`config.mk`:
```
export PLATFORM = sky130hd
export DESIGN_NAME = regfile_sequencer_flat
export DESIGN_NICKNAME = d
export VERILOG_FILES = /design/src/rtl/regfile_pkg.sv /design/src/rtl/regfile_sequencer_if.sv /design/src/rtl/regfile_sequencer.sv /design/src/flat_wrapper.sv
export SDC_FILE = /design/constraint.sdc
export NUM_CORES = 1
export LEC_CHECK = 0
export BUFFER_PORTS_ARGS = -buffer_cell sky130_fd_sc_hd__clkbuf_2
export CORE_ASPECT_RATIO = 0.8
export CORE_UTILIZATION = 43
export DETAILED_ROUTE_END_ITERATION = 8
export PLACE_DENSITY_LB_ADDON = 0.3
export SYNTH_ARGS = -nofsm -noshare
export SYNTH_HDL_FRONTEND = slang
export SYNTH_SLANG_ARGS = --single-unit
export TNS_END_PERCENT = 5
```
`constraint.sdc`:
```
create_clock -name clk -period 1.5 [get_ports clk]
set_input_delay 0.3 -clock clk [delete_from_list [all_inputs] [get_ports clk]]
set_output_delay 0.3 -clock clk [all_outputs]
set_load 0.01 [all_outputs]
```
`src/rtl/regfile_pkg.sv`:
```
// Shared definitions for the register-file sequencer: default widths,
// the FSM state encoding and the hard-wired zero register index.
package regfile_pkg;

  localparam int REGSEQ_WIDTH   = 16;
  localparam int REGSEQ_REGBITS = 4;

  // r0 always reads as zero, so write-back to it is dropped
  localparam int REG_ZERO = 0;

  typedef enum logic [2:0] {
    ST_IDLE = 3'd0,
    ST_READ = 3'd1,
    ST_EXEC = 3'd2,
    ST_WAIT = 3'd3,
    ST_WB   = 3'd4
  } regseq_state_t;

endpackage

```
`src/rtl/regfile_sequencer_if.sv`:
```
// Bundle of every non-clock/reset signal around the sequencer: the request
// port from decode, the register-file port and the execution-unit handshake.
// master = the sequencer, slave = everything it talks to.
interface regfile_sequencer_if
  import regfile_pkg::*;
#(
  parameter int WIDTH   = REGSEQ_WIDTH,
  parameter int REGBITS = REGSEQ_REGBITS
) ();

  // request from decode
  logic               req_valid;
  logic               req_ready;
  logic [REGBITS-1:0] req_rsrc;
  logic [REGBITS-1:0] req_rdest;
  logic               req_wb;
  logic               req_imm_sel;
  logic [WIDTH-1:0]   req_imm;

  // register-file port
  logic [REGBITS-1:0] ra1;
  logic [REGBITS-1:0] ra2;
  logic [WIDTH-1:0]   rd1;
  logic [WIDTH-1:0]   rd2;
  logic               regwrite;
  logic [WIDTH-1:0]   wd;

  // execution unit
  logic               exe_valid;
  logic               exe_ready;
  logic [WIDTH-1:0]   exe_a;
  logic [WIDTH-1:0]   exe_b;
  logic               res_valid;
  logic [WIDTH-1:0]   res_data;

  // completion
  logic               done;

  modport master (
    input  req_valid, req_rsrc, req_rdest, req_wb, req_imm_sel, req_imm,
    input  rd1, rd2, exe_ready, res_valid, res_data,
    output req_ready, ra1, ra2, regwrite, wd, exe_valid, exe_a, exe_b, done
  );

  modport slave (
    output req_valid, req_rsrc, req_rdest, req_wb, req_imm_sel, req_imm,
    output rd1, rd2, exe_ready, res_valid, res_data,
    input  req_ready, ra1, ra2, regwrite, wd, exe_valid, exe_a, exe_b, done
  );

endinterface

```
`src/rtl/regfile_sequencer.sv`:
```
// Register-file sequencer: reads Rdest/Rsrc, hands operands to the execution
// unit, waits for its result and optionally writes it back to Rdest.
// One operation in flight, five cycles minimum per operation.
// Optional feature macro: REGSEQ_IMM_EN (operand B may be an immediate).
module regfile_sequencer
  import regfile_pkg::*;
#(
  parameter int WIDTH   = REGSEQ_WIDTH,
  parameter int REGBITS = REGSEQ_REGBITS
) (
  input logic                 clk,
  input logic                 rst_n,
  regfile_sequencer_if.master bus
);

  localparam logic [2:0] S_IDLE = 3'(ST_IDLE);
  localparam logic [2:0] S_READ = 3'(ST_READ);
  localparam logic [2:0] S_EXEC = 3'(ST_EXEC);
  localparam logic [2:0] S_WAIT = 3'(ST_WAIT);
  localparam logic [2:0] S_WB   = 3'(ST_WB);

  logic [2:0]         state_r;
  logic [REGBITS-1:0] ra1_r;      // latched rsrc
  logic [REGBITS-1:0] ra2_r;      // latched rdest, also the write address
  logic               wb_r;
  logic               regwrite_r;
  logic [WIDTH-1:0]   wd_r;
  logic               exe_valid_r;
  logic [WIDTH-1:0]   exe_a_r;
  logic [WIDTH-1:0]   exe_b_r;
  logic               done_r;
  logic [WIDTH-1:0]   operand_b_s;
  logic               accept_s;

  assign accept_s = (state_r == S_IDLE) && bus.req_valid;

`ifdef REGSEQ_IMM_EN
  logic             imm_sel_r;
  logic [WIDTH-1:0] imm_r;

  // Latch the immediate selection together with the rest of the request
  always_ff @(posedge clk or negedge rst_n) begin
    if (!rst_n) begin
      imm_sel_r <= 1'b0;
      imm_r     <= '0;
    end else if (accept_s) begin
      imm_sel_r <= bus.req_imm_sel;
      imm_r     <= bus.req_imm;
    end
  end

  // Operand B is the immediate when selected, otherwise the Rsrc value
  always_comb begin
    operand_b_s = bus.rd1;
    if (imm_sel_r) begin
      operand_b_s = imm_r;
    end else begin
      operand_b_s = bus.rd1;
    end
  end
`else
  logic unused_imm_s;
  assign unused_imm_s = ^{bus.req_imm_sel, bus.req_imm};

  // Without immediates operand B is always the Rsrc value
  always_comb begin
    operand_b_s = bus.rd1;
  end
`endif

  // Sequencer FSM with registered register-file and execution-unit outputs
  always_ff @(posedge clk or negedge rst_n) begin
    if (!rst_n) begin
      state_r     <= S_IDLE;
      ra1_r       <= '0;
      ra2_r       <= '0;
      wb_r        <= 1'b0;
      regwrite_r  <= 1'b0;
      wd_r        <= '0;
      exe_valid_r <= 1'b0;
      exe_a_r     <= '0;
      exe_b_r     <= '0;
      done_r      <= 1'b0;
    end else begin
      // single-cycle strobes
      regwrite_r <= 1'b0;
      done_r     <= 1'b0;
      case (state_r)
        S_IDLE: begin
          if (bus.req_valid) begin
            ra1_r   <= bus.req_rsrc;
            ra2_r   <= bus.req_rdest;
            wb_r    <= bus.req_wb;
            state_r <= S_READ;
          end
        end
        S_READ: begin
          // rd2 belongs to Rdest (operand A), rd1 to Rsrc (operand B)
          exe_a_r     <= bus.rd2;
          exe_b_r     <= operand_b_s;
          exe_valid_r <= 1'b1;
          state_r     <= S_EXEC;
        end
        S_EXEC: begin
          if (bus.exe_ready) begin
            exe_valid_r <= 1'b0;
            state_r     <= S_WAIT;
          end
        end
        S_WAIT: begin
          if (bus.res_valid) begin
            wd_r <= bus.res_data;
            if (wb_r && (ra2_r != REGBITS'(REG_ZERO))) begin
              regwrite_r <= 1'b1;
              state_r    <= S_WB;
            end else begin
              done_r  <= 1'b1;
              state_r <= S_IDLE;
            end
          end
        end
        S_WB: begin
          done_r  <= 1'b1;
          state_r <= S_IDLE;
        end
        default: begin
          exe_valid_r <= 1'b0;
          state_r     <= S_IDLE;
        end
      endcase
    end
  end

  assign bus.req_ready = (state_r == S_IDLE);
  assign bus.ra1       = ra1_r;
  assign bus.ra2       = ra2_r;
  assign bus.regwrite  = regwrite_r;
  assign bus.wd        = wd_r;
  assign bus.exe_valid = exe_valid_r;
  assign bus.exe_a     = exe_a_r;
  assign bus.exe_b     = exe_b_r;
  assign bus.done      = done_r;

endmodule
```
`src/flat_wrapper.sv`:
```
// flat-port wrapper written by rule: the top's interface ports become plain ports
module regfile_sequencer_flat import regfile_pkg::*;
#(
  parameter int WIDTH   = REGSEQ_WIDTH,
  parameter int REGBITS = REGSEQ_REGBITS
)
  (clk, rst_n, bus_req_valid, bus_req_rsrc, bus_req_rdest, bus_req_wb, bus_req_imm_sel, bus_req_imm, bus_rd1, bus_rd2, bus_exe_ready, bus_res_valid, bus_res_data, bus_req_ready, bus_ra1, bus_ra2, bus_regwrite, bus_wd, bus_exe_valid, bus_exe_a, bus_exe_b, bus_done);
  regfile_sequencer_if #(.WIDTH(WIDTH), .REGBITS(REGBITS)) bus_i ();
  input logic clk;
  input logic rst_n;
  input wire logic [$bits(bus_i.req_valid)-1:0] bus_req_valid;
  input wire logic [$bits(bus_i.req_rsrc)-1:0] bus_req_rsrc;
  input wire logic [$bits(bus_i.req_rdest)-1:0] bus_req_rdest;
  input wire logic [$bits(bus_i.req_wb)-1:0] bus_req_wb;
  input wire logic [$bits(bus_i.req_imm_sel)-1:0] bus_req_imm_sel;
  input wire logic [$bits(bus_i.req_imm)-1:0] bus_req_imm;
  input wire logic [$bits(bus_i.rd1)-1:0] bus_rd1;
  input wire logic [$bits(bus_i.rd2)-1:0] bus_rd2;
  input wire logic [$bits(bus_i.exe_ready)-1:0] bus_exe_ready;
  input wire logic [$bits(bus_i.res_valid)-1:0] bus_res_valid;
  input wire logic [$bits(bus_i.res_data)-1:0] bus_res_data;
  output wire logic [$bits(bus_i.req_ready)-1:0] bus_req_ready;
  output wire logic [$bits(bus_i.ra1)-1:0] bus_ra1;
  output wire logic [$bits(bus_i.ra2)-1:0] bus_ra2;
  output wire logic [$bits(bus_i.regwrite)-1:0] bus_regwrite;
  output wire logic [$bits(bus_i.wd)-1:0] bus_wd;
  output wire logic [$bits(bus_i.exe_valid)-1:0] bus_exe_valid;
  output wire logic [$bits(bus_i.exe_a)-1:0] bus_exe_a;
  output wire logic [$bits(bus_i.exe_b)-1:0] bus_exe_b;
  output wire logic [$bits(bus_i.done)-1:0] bus_done;
  assign bus_i.req_valid = bus_req_valid;
  assign bus_i.req_rsrc = bus_req_rsrc;
  assign bus_i.req_rdest = bus_req_rdest;
  assign bus_i.req_wb = bus_req_wb;
  assign bus_i.req_imm_sel = bus_req_imm_sel;
  assign bus_i.req_imm = bus_req_imm;
  assign bus_i.rd1 = bus_rd1;
  assign bus_i.rd2 = bus_rd2;
  assign bus_i.exe_ready = bus_exe_ready;
  assign bus_i.res_valid = bus_res_valid;
  assign bus_i.res_data = bus_res_data;
  assign bus_req_ready = bus_i.req_ready;
  assign bus_ra1 = bus_i.ra1;
  assign bus_ra2 = bus_i.ra2;
  assign bus_regwrite = bus_i.regwrite;
  assign bus_wd = bus_i.wd;
  assign bus_exe_valid = bus_i.exe_valid;
  assign bus_exe_a = bus_i.exe_a;
  assign bus_exe_b = bus_i.exe_b;
  assign bus_done = bus_i.done;
  regfile_sequencer #(.WIDTH(WIDTH), .REGBITS(REGBITS)) u_core (.clk(clk), .rst_n(rst_n), .bus(bus_i));
endmodule
```
==> results.sh, run 1 <==
export IMPL_status="finished with violations"
export IMPL_violations="DRC"
export IMPL_slew_headroom=0.770
export IMPL_multi_input_area_um2=812
export IMPL_start_util=0.447
export IMPL_design_area_um2=3390
export IMPL_synth_seq_cells=63
export IMPL_synth_cell_type_count=22
export IMPL_overflow=0
export IMPL_finalSetupViolCount=0
export IMPL_clk_pin_slew_ns=0.06
export IMPL_post_route_util=0.621
export IMPL_track_usage=0.176
export IMPL_grt_max_degree=64
export IMPL_critPathArrivalTime_ns=1.14
export IMPL_dp_cells=345
export IMPL_p_per_area_nw_per_um2=2160
export IMPL_fp_coreArea_um2=5470
export IMPL_ant_nets=0
export IMPL_fmax_ghz=0.695
export IMPL_holdPathStages=2
export IMPL_rsz0062_at_grt="yes"
export IMPL_rows=24
export IMPL_cp_end_kind="output pin"
export IMPL_worst_hold_path_endpoint="u_core.bus.ra1[1]"
export IMPL_r2r_start="u_core.state_r[2]"
export IMPL_top_usage_layer="met2"
export IMPL_fin_skew_ns=0.00621
export IMPL_yosysSeqAreaShare=0.646
export IMPL_synth_top_area_share=0.646
export IMPL_clock_path_buffers=2
export IMPL_drc=1
export IMPL_maxSlewViolCount=0
export IMPL_netlist_instances=148
export IMPL_synthArstFlopShare=1.00
export IMPL_drt_pass1_iter_count=6
export IMPL_die_area_um2=5980
export IMPL_area_growth_pct=39.0
export IMPL_power_leakage_nw=1.72
export IMPL_vias=1659
export IMPL_layout_drive_gt1_share=0.719
export IMPL_ys_top_cells_by_count="dfrtp_1 (63), mux2_2 (51), mux2_4 (7)"
export IMPL_nNetsFinal=359
export IMPL_pin_count=139
export IMPL_crit_path_start_kind="register"
export IMPL_synth_area_per_cell_um2=16.5
export IMPL_finalHoldViolCount=0
export IMPL_cts_sinks=63
export IMPL_met1_usage=0.200
export IMPL_fillCellCount=463
export IMPL_first_global_vias=1683
export IMPL_crit_type="register to output pin"
export IMPL_grt_pass1_wl_mm=7.86
export IMPL_seq_area_um2=1580
export IMPL_r2r_slack_ns=0.07
export IMPL_insertedDiodeCount=0
export IMPL_drv_cap=0
export IMPL_insertion_delay_ns=0.33
export IMPL_htree_levels=3
export IMPL_post_drt_wl_per_cell_um=12.6
export IMPL_synth_edff_count=0
export IMPL_synth_top_cell_by_area="dfrtp_1"
export IMPL_tritoncts="built"
export IMPL_port_buffers=121
export IMPL_required_ns=1.20
export IMPL_synthesis_nets=227
export IMPL_antenna_found_initial=0
export IMPL_wl_mm=4.58
export IMPL_min_path_type="input port to register"
export IMPL_irDropWorstVdd_mv=0.921
export IMPL_grtUsageMet2=0.277
export IMPL_r2r_end="u_core.bus.exe_b[5]"
export IMPL_via_per_inst=4.57
export IMPL_die_h_um=69.4
export IMPL_rr_worst_depth=3
export IMPL_syn_cell_area_um2=2440
export IMPL_cts_root_buffer="clkbuf_8"
export IMPL_hold_start="bus_req_rsrc[1]"
export IMPL_hpwl_mm=3.34
export IMPL_period_share=0.959
export IMPL_dpl_cell_area_um2=3160
export IMPL_cp_max_fo=4
export IMPL_tightest_slew_ns=0.341
export IMPL_fin_crit_ns=1.44
export IMPL_gr_usage_met3=0.0762
export IMPL_drt_iter0_markers=50
export IMPL_fin_cells=363
export IMPL_synth_top_flop_cell="dfrtp_1"
export IMPL_yosys_warnings=0
export IMPL_synth_area_top_cells="dfrtp_1 (65%), mux2_2 (24%), mux2_4 (4.3%)"
export IMPL_cts_buffers_inserted=9
export IMPL_yosysMostFrequentCell="dfrtp_1"
export IMPL_routabilityCongestion=0.712
export IMPL_die_w_um=86.2
==> metal layers <==
metal  routed length, um  vias to the layer above
met5                   0                        -
met4                  91                        0
met3                 344                        8
met2                2230                       66
met1                1910                      800
li1                    -                      785
==> state kept, by name, summed over array words and instances, names as in the netlist <==
signal                cells
u_core.bus.exe_a         16
u_core.wb_r               1
u_core.bus.ra1            4
u_core.state_r            3
u_core.bus.wd            16
u_core.bus.regwrite       1
u_core.bus.exe_b         16
u_core.bus.done           1
u_core.bus.ra2            4
u_core.bus.exe_valid      1
==> where the power goes <==
| group | switching, W | internal (W) |
|---|---|---|
| Clock | 0.000586 | 0.000805 |
| Combinational | 0.00124 | 0.00164 |
| Sequential | 0.000488 | 0.00256 |
| Total | 0.00231 | 0.00500 |
==> worst max-delay path by stage <==
stage                      startpoint                   end  slack [ns]  cells past startpoint
floorplan           u_core.state_r[1]     u_core.bus.ra1[0]        0.01                      4
global placement    u_core.state_r[1]     u_core.bus.ra2[3]        0.04                      4
detailed placement  u_core.state_r[2]   u_core.bus.exe_b[5]        0.03                      3
CTS                 u_core.state_r[2]   u_core.bus.exe_b[5]        0.01                      3
global route        u_core.state_r[2]  u_core.bus.exe_a[14]      -0.005                      3
finish              u_core.state_r[1]         bus_req_ready        0.06                      2
==> metrics by stage <==
step                      total power (W)  setup WS (ns)  hold WS [ns]  TNS (ns)
after CTS                         0.00739         0.0117         0.169         0
after global routing              0.00782       -0.00542         0.170  -0.00700
after detailed placement          0.00593         0.0260         0.340         0
after floorplan                   0.00475         0.0134       0.00441         0
after global placement            0.00584         0.0429         0.340         0
final                             0.00732         0.0621         0.196         0
==> cell families (layout without fill, tap and decap cells) <==
kind of cell           after synthesis  after routing  synth area share
flip-flops                          63             63             0.646
multiplexers                        58             58             0.278
AND/OR/NAND/NOR                     13             13            0.0308
buffers and inverters                9            146            0.0318
AO/OA/AOI/OAI                        5              5            0.0133
==> critical path, cell delays in order (launching register included) <==
cell	delay, ns
dfrtp_2	0.45
nor3_4	0.20
buf_2	0.16
==> cell usage in the layout (no fill, tap or decap) <==
cell,n
clkbuf_2,120
dfrtp_1,60
mux2_2,51
clkbuf_8,10
mux2_4,7
nor2_1,3
clkinv_2,3
buf_12,3
dfrtp_2,3
inv_1,2
nand2_1,2
o21ai_0,2
clkbuf_1,2
buf_6,2
nor3_4,1
o41ai_2,1
nand3_1,1
or2_1,1
nor3b_4,1
and2_1,1
nor3b_1,1
and2b_1,1
nor2b_1,1
a21oi_1,1
o32ai_1,1
bufinv_16,1
dlygate4sd3_1,1
buf_2,1
buf_4,1
==> repair_timing <==
| item | 4_1_cts | 5_1_grt |
|---|---|---|
| hold buffers | 1 | 0 |
| gates resized for setup | 1 | 7 |
| setup buffers | 1 | 0 |
| endpoints found under the setup margin | 1 | 41 |
| hold endpoints to repair | 63 | 0 |
==> cell type report <==
cell class              instances  area share
flip-flops and latches         63       0.466
multi-input cells              76       0.239
repair buffers                128       0.208
clock buffers                  12      0.0428
well taps                      78      0.0288
clock inverters                 4      0.0133
inverters                       2     0.00221
Power figures use the tool's default switching activity.
==> run 2: changes to the inputs <==
GPL_TIMING_DRIVEN = 0   (was not set)
==> run 2 against run 1 <==
Against the previous run:
- the run still ends with DRC left
- core utilization decreased by 0.48 points
- clock skew decreased by 0.0020 ns
- combinational power about the same
- sequential share of layout area increased by 0.33 points
- highest routed layer unchanged
==> results.sh, run 2 (same netlist as run 1, synthesis figures left out) <==
export IMPL_p_per_area_nw_per_um2=2160
export IMPL_gr_usage_met3=0.0917
export IMPL_r2r_slack_ns=0.02
export IMPL_layout_drive_gt1_share=0.724
export IMPL_postCtsHoldBufs=0
export IMPL_cp_end_kind="register"
export IMPL_fp_coreArea_um2=5470
export IMPL_grt_pass1_wl_mm=8.01
export IMPL_clock_path_buffers=2
export IMPL_wl_mm=4.63
export IMPL_fmax_ghz=0.674
export IMPL_final_cell_mix="clkbuf_2 (120), dfrtp_1 (61), mux2_2 (51)"
export IMPL_met1_usage=0.216
export IMPL_fin_crit_ns=1.48
export IMPL_rsz0062_at_grt="yes"
export IMPL_cp_max_fo=10
export IMPL_final_common_cell="clkbuf_2"
export IMPL_rows=24
export IMPL_power_leakage_nw=1.72
export IMPL_violations="DRC"
export IMPL_fin_skew_ns=0.00425
export IMPL_critPathArrivalTime_ns=1.70
export IMPL_start_util=0.447
export IMPL_first_global_vias=1664
export IMPL_timing_hold_ws_ns=0.0970
export IMPL_overflow=0
export IMPL_tritoncts="built"
export IMPL_finalHoldViolCount=0
export IMPL_insertedDiodeCount=0
export IMPL_die_area_um2=5980
export IMPL_drc=1
export IMPL_min_path_type="input port to asynchronous set/reset pin"
export IMPL_track_usage=0.178
export IMPL_drv_cap=0
export IMPL_via_per_inst=4.57
export IMPL_pin_count=139
export IMPL_vias=1663
export IMPL_required_ns=1.71
export IMPL_port_buffers=121
export IMPL_grt_max_degree=64
export IMPL_cts_sinks=63
export IMPL_crit_path_start_kind="register"
export IMPL_period_share=0.990
export IMPL_routabilityCongestion=0.675
export IMPL_design_area_um2=3370
export IMPL_insertion_delay_ns=0.33
export IMPL_cts_buffers_inserted=9
export IMPL_maxSlewViolCount=0
export IMPL_area_growth_pct=37.9
export IMPL_slew_headroom=0.440
export IMPL_drt_pass1_iter_count=6
export IMPL_die_h_um=69.4
export IMPL_top_usage_layer="met2"
export IMPL_grtUsageMet2=0.272
export IMPL_post_route_util=0.616
export IMPL_cts_root_buffer="clkbuf_8"
export IMPL_status="finished with violations"
export IMPL_clk_pin_slew_ns=0.06
export IMPL_die_w_um=86.2
export IMPL_hpwl_mm=3.36
export IMPL_finalSetupViolCount=0
export IMPL_fillCellCount=458
export IMPL_dpl_cell_area_um2=3150
export IMPL_power_w=0.00727
export IMPL_ant_nets=0
export IMPL_irDropWorstVdd_mv=0.929
export IMPL_htree_levels=3
export IMPL_antenna_found_initial=0
export IMPL_crit_type="register to register"
export IMPL_drt_iter0_markers=41
export IMPL_tightest_slew_ns=0.839
export IMPL_post_drt_wl_per_cell_um=12.7
export IMPL_nNetsFinal=361
-- run 2: final cells by class --
cell class	instances	area, um2	area share
Multi-Input combinational cell	76	810	0.240
Inverter	2	7.51	0.00223
Clock inverter	5	50.0	0.0149
Sequential cell	63	1580	0.469
Clock buffer	10	128	0.0379
Tap cell	78	97.6	0.0290
Buffer	7	72.6	0.0216
Timing Repair Buffer	123	623	0.185
-- run 2: report_power, final --
| group | internal (W) | leakage (nW) | switching (W) |
|---|---|---|---|
| Sequential | 0.00256 | 0.750 | 0.000473 |
| Combinational | 0.00164 | 0.870 | 0.00125 |
| Clock | 0.000746 | 0.0957 | 0.000603 |
| Total | 0.00495 | 1.72 | 0.00232 |
-- run 2: timing repair --
action                                 4_1_cts  5_1_grt
resized for setup                            4        2
setup endpoints to repair                   43       44
setup buffers                                1        1
endpoints found under the hold margin        0        0
pin swaps                                    0        1
-- run 2: worst paths after layout --
path / end / from / cells past startpoint
setup reg to reg: u_core.bus.wd[13] / u_core.state_r[0] / 5
hold / removal: u_core.bus.exe_a[15] / rst_n / 1
max in group asynchronous: u_core.state_r[1] / rst_n / 1
setup / recovery: u_core.bus.wd[13] / u_core.state_r[0] / 5
hold reg to reg: u_core.bus.wd[6] / u_core.bus.wd[6] / 1
min in group clk: u_core.bus.wd[12] / bus_res_data[12] / 2
-- run 2: stage by stage --
stage / setup TNS, ns / setup WS (ns) / cells
final: 0 / 0.0154 / 364
after global routing: -0.663 / -0.0339 / 364
after CTS: 0 / 0.00926 / 363
after detailed placement: -2.75 / -0.106 / 347
after global placement: -16.74 / -0.227 / 347
after floorplan: 0 / 0.0134 / 148
-- run 2: worst max-delay path, cell delays in order, from the launching register on --
cell,delay [ns]
dfrtp_2,0.45
nand3_2,0.10
or2_1,0.22
buf_6,0.15
buf_12,0.15
mux2_4,0.30
-- run 2: layer usage --
| layer | vias up | wire length, um |
|---|---|---|
| li1 | 785 | - |
| met5 | - | 0 |
| met1 | 808 | 1950 |
| met2 | 65 | 2220 |
| met4 | 0 | 39 |
| met3 | 5 | 425 |
==> run 3: changes to the inputs <==
clock period = 1.6 ns   (was 1.5 ns; I/O delays follow)
==> run 3 against run 2 <==
Against the previous run:
- the run now ends clean
- combinational power down 7.3%
- critical path depth is 3 lower
- first-iteration DRC count up 12%
- critical path type is now register to output pin
- critical endpoint is now bus_req_ready
==> results.sh, run 3 (same netlist as run 1, synthesis figures left out) <==
export IMPL_antenna_found_initial=0
export IMPL_insertedDiodeCount=0
export IMPL_grt_pass1_wl_mm=8.07
export IMPL_routabilityCongestion=0.701
export IMPL_fmax_ghz=0.659
export IMPL_drc=0
export IMPL_top_layer="met3"
export IMPL_postCtsHoldBufs=0
export IMPL_fin_crit_ns=1.52
export IMPL_overflow=0
export IMPL_area_growth_pct=37.6
export IMPL_crit_type="register to output pin"
export IMPL_port_buffers=121
export IMPL_p_per_area_nw_per_um2=2050
export IMPL_cts_sinks=63
export IMPL_rows=24
export IMPL_cts_root_buffer="clkbuf_8"
export IMPL_status="completed"
export IMPL_drv_cap=0
export IMPL_finalHoldViolCount=0
export IMPL_crit_path_start_kind="register"
export IMPL_pin_count=139
export IMPL_crit_slowest_cell="dfrtp_2"
export IMPL_dr_wl_met3_um=353
export IMPL_nNetsFinal=359
export IMPL_power_leakage_nw=1.71
export IMPL_cts_buffers_inserted=9
export IMPL_final_cell_mix="clkbuf_2 (120), dfrtp_1 (61), mux2_2 (51)"
export IMPL_drt_pass1_iter_count=5
export IMPL_timing_hold_ws_ns=0.112
export IMPL_tritoncts="built"
export IMPL_slew_headroom=0.432
export IMPL_post_cts_buffers=0
export IMPL_wl_mm=4.90
export IMPL_post_drt_wl_per_cell_um=13.5
export IMPL_max_stage_delay_ns=0.46
export IMPL_maxSlewViolCount=0
export IMPL_wl_met2_mm=2.59
export IMPL_finalSetupViolCount=0
export IMPL_critPathArrivalTime_ns=1.20
export IMPL_clock_path_buffers=2
export IMPL_final_common_cell="clkbuf_2"
export IMPL_drt_iter0_markers=46
export IMPL_cp_max_fo=6
export IMPL_vias=1706
export IMPL_track_usage=0.182
export IMPL_fp_coreArea_um2=5470
export IMPL_min_path_type="input port to asynchronous set/reset pin"
export IMPL_met1_length_mm=1.96
export IMPL_tns_ns=0
export IMPL_die_w_um=86.2
export IMPL_fin_skew_ns=0.00824
export IMPL_hpwl_mm=3.55
export IMPL_die_area_um2=5980
export IMPL_via_per_inst=4.71
export IMPL_period_share=0.949
export IMPL_htree_levels=3
export IMPL_cp_end_kind="output pin"
export IMPL_dp_cells=347
export IMPL_crit_chain="nor3_2 > clkbuf_2"
export IMPL_first_global_vias=1778
export IMPL_clk_pin_slew_ns=0.07
export IMPL_rsz0062_at_grt="no"
export IMPL_layout_drive_gt1_share=0.722
export IMPL_insertion_delay_ns=0.34
export IMPL_required_ns=1.28
export IMPL_start_util=0.447
export IMPL_grt_max_degree=64
export IMPL_ant_nets=0
export IMPL_irDropWorstVdd_mv=1.02
export IMPL_fin_cells=362
export IMPL_tightest_slew_ns=0.853
export IMPL_die_h_um=69.4
==> run 3: worst max-delay path: cells and delay by family (launching register included) <==
kind | cells | cell delay [ns]
buffers and inverters | 1 | 0.17
flip-flops | 1 | 0.46
AND/OR/NAND/NOR | 1 | 0.23
==> run 3: final timing paths <==
path	start	endpoint	slack, ns	cells past startpoint
min	rst_n	u_core.bus.wd[5]	0.11	1
min in group clk	bus_req_valid	u_core.state_r[0]	0.20	3
max	u_core.state_r[1]	bus_req_ready	0.08	2
max in group asynchronous	rst_n	u_core.state_r[0]	0.89	1
min reg2reg	u_core.bus.exe_a[14]	u_core.bus.exe_a[14]	0.50	1
max reg2reg	u_core.state_r[2]	u_core.bus.exe_b[1]	0.09	4
==> run 3: metal layers <==
layer	track usage	up-vias
li1	-	785
met1	0.192	862
met2	0.307	59
met3	0.0917	0
met4	0.0741	0
met5	0	-
==> run 3: final cells by class <==
type                            count  area (um2)
Sequential cell                    63        1580
Tap cell                           78        97.6
Buffer                              7        72.6
Clock buffer                       11         151
Inverter                            2        7.51
Timing Repair Buffer              121         608
Multi-Input combinational cell     76         798
Fill cell                         471        2110
Clock inverter                      4        45.0
==> run 3: report_power, final <==
part / switching, W / internal (W) / leakage (nW)
Clock: 0.000597 / 0.000787 / 0.105
Sequential: 0.000431 / 0.00240 / 0.750
Combinational: 0.00118 / 0.00151 / 0.856
==> run 3: what timing repair did <==
item | in CTS | in global routing
resized for setup | 1 | 4
setup endpoints to repair | 30 | 11
pin swaps | 0 | 0
gates cloned | 0 | 0
==> run 3: stage by stage <==
step           area (um2)  total power [W]   util  setup slack, ns
6_report             3360          0.00690  0.615           0.0820
3_5_place_dp         3150          0.00556  0.576          -0.0372
4_1_cts              3350          0.00698  0.613           0.0158
5_1_grt              3360          0.00733  0.615          0.00646
3_3_place_gp         3140          0.00547  0.575           -0.167
2_1_floorplan        2440          0.00445      -          0.00497
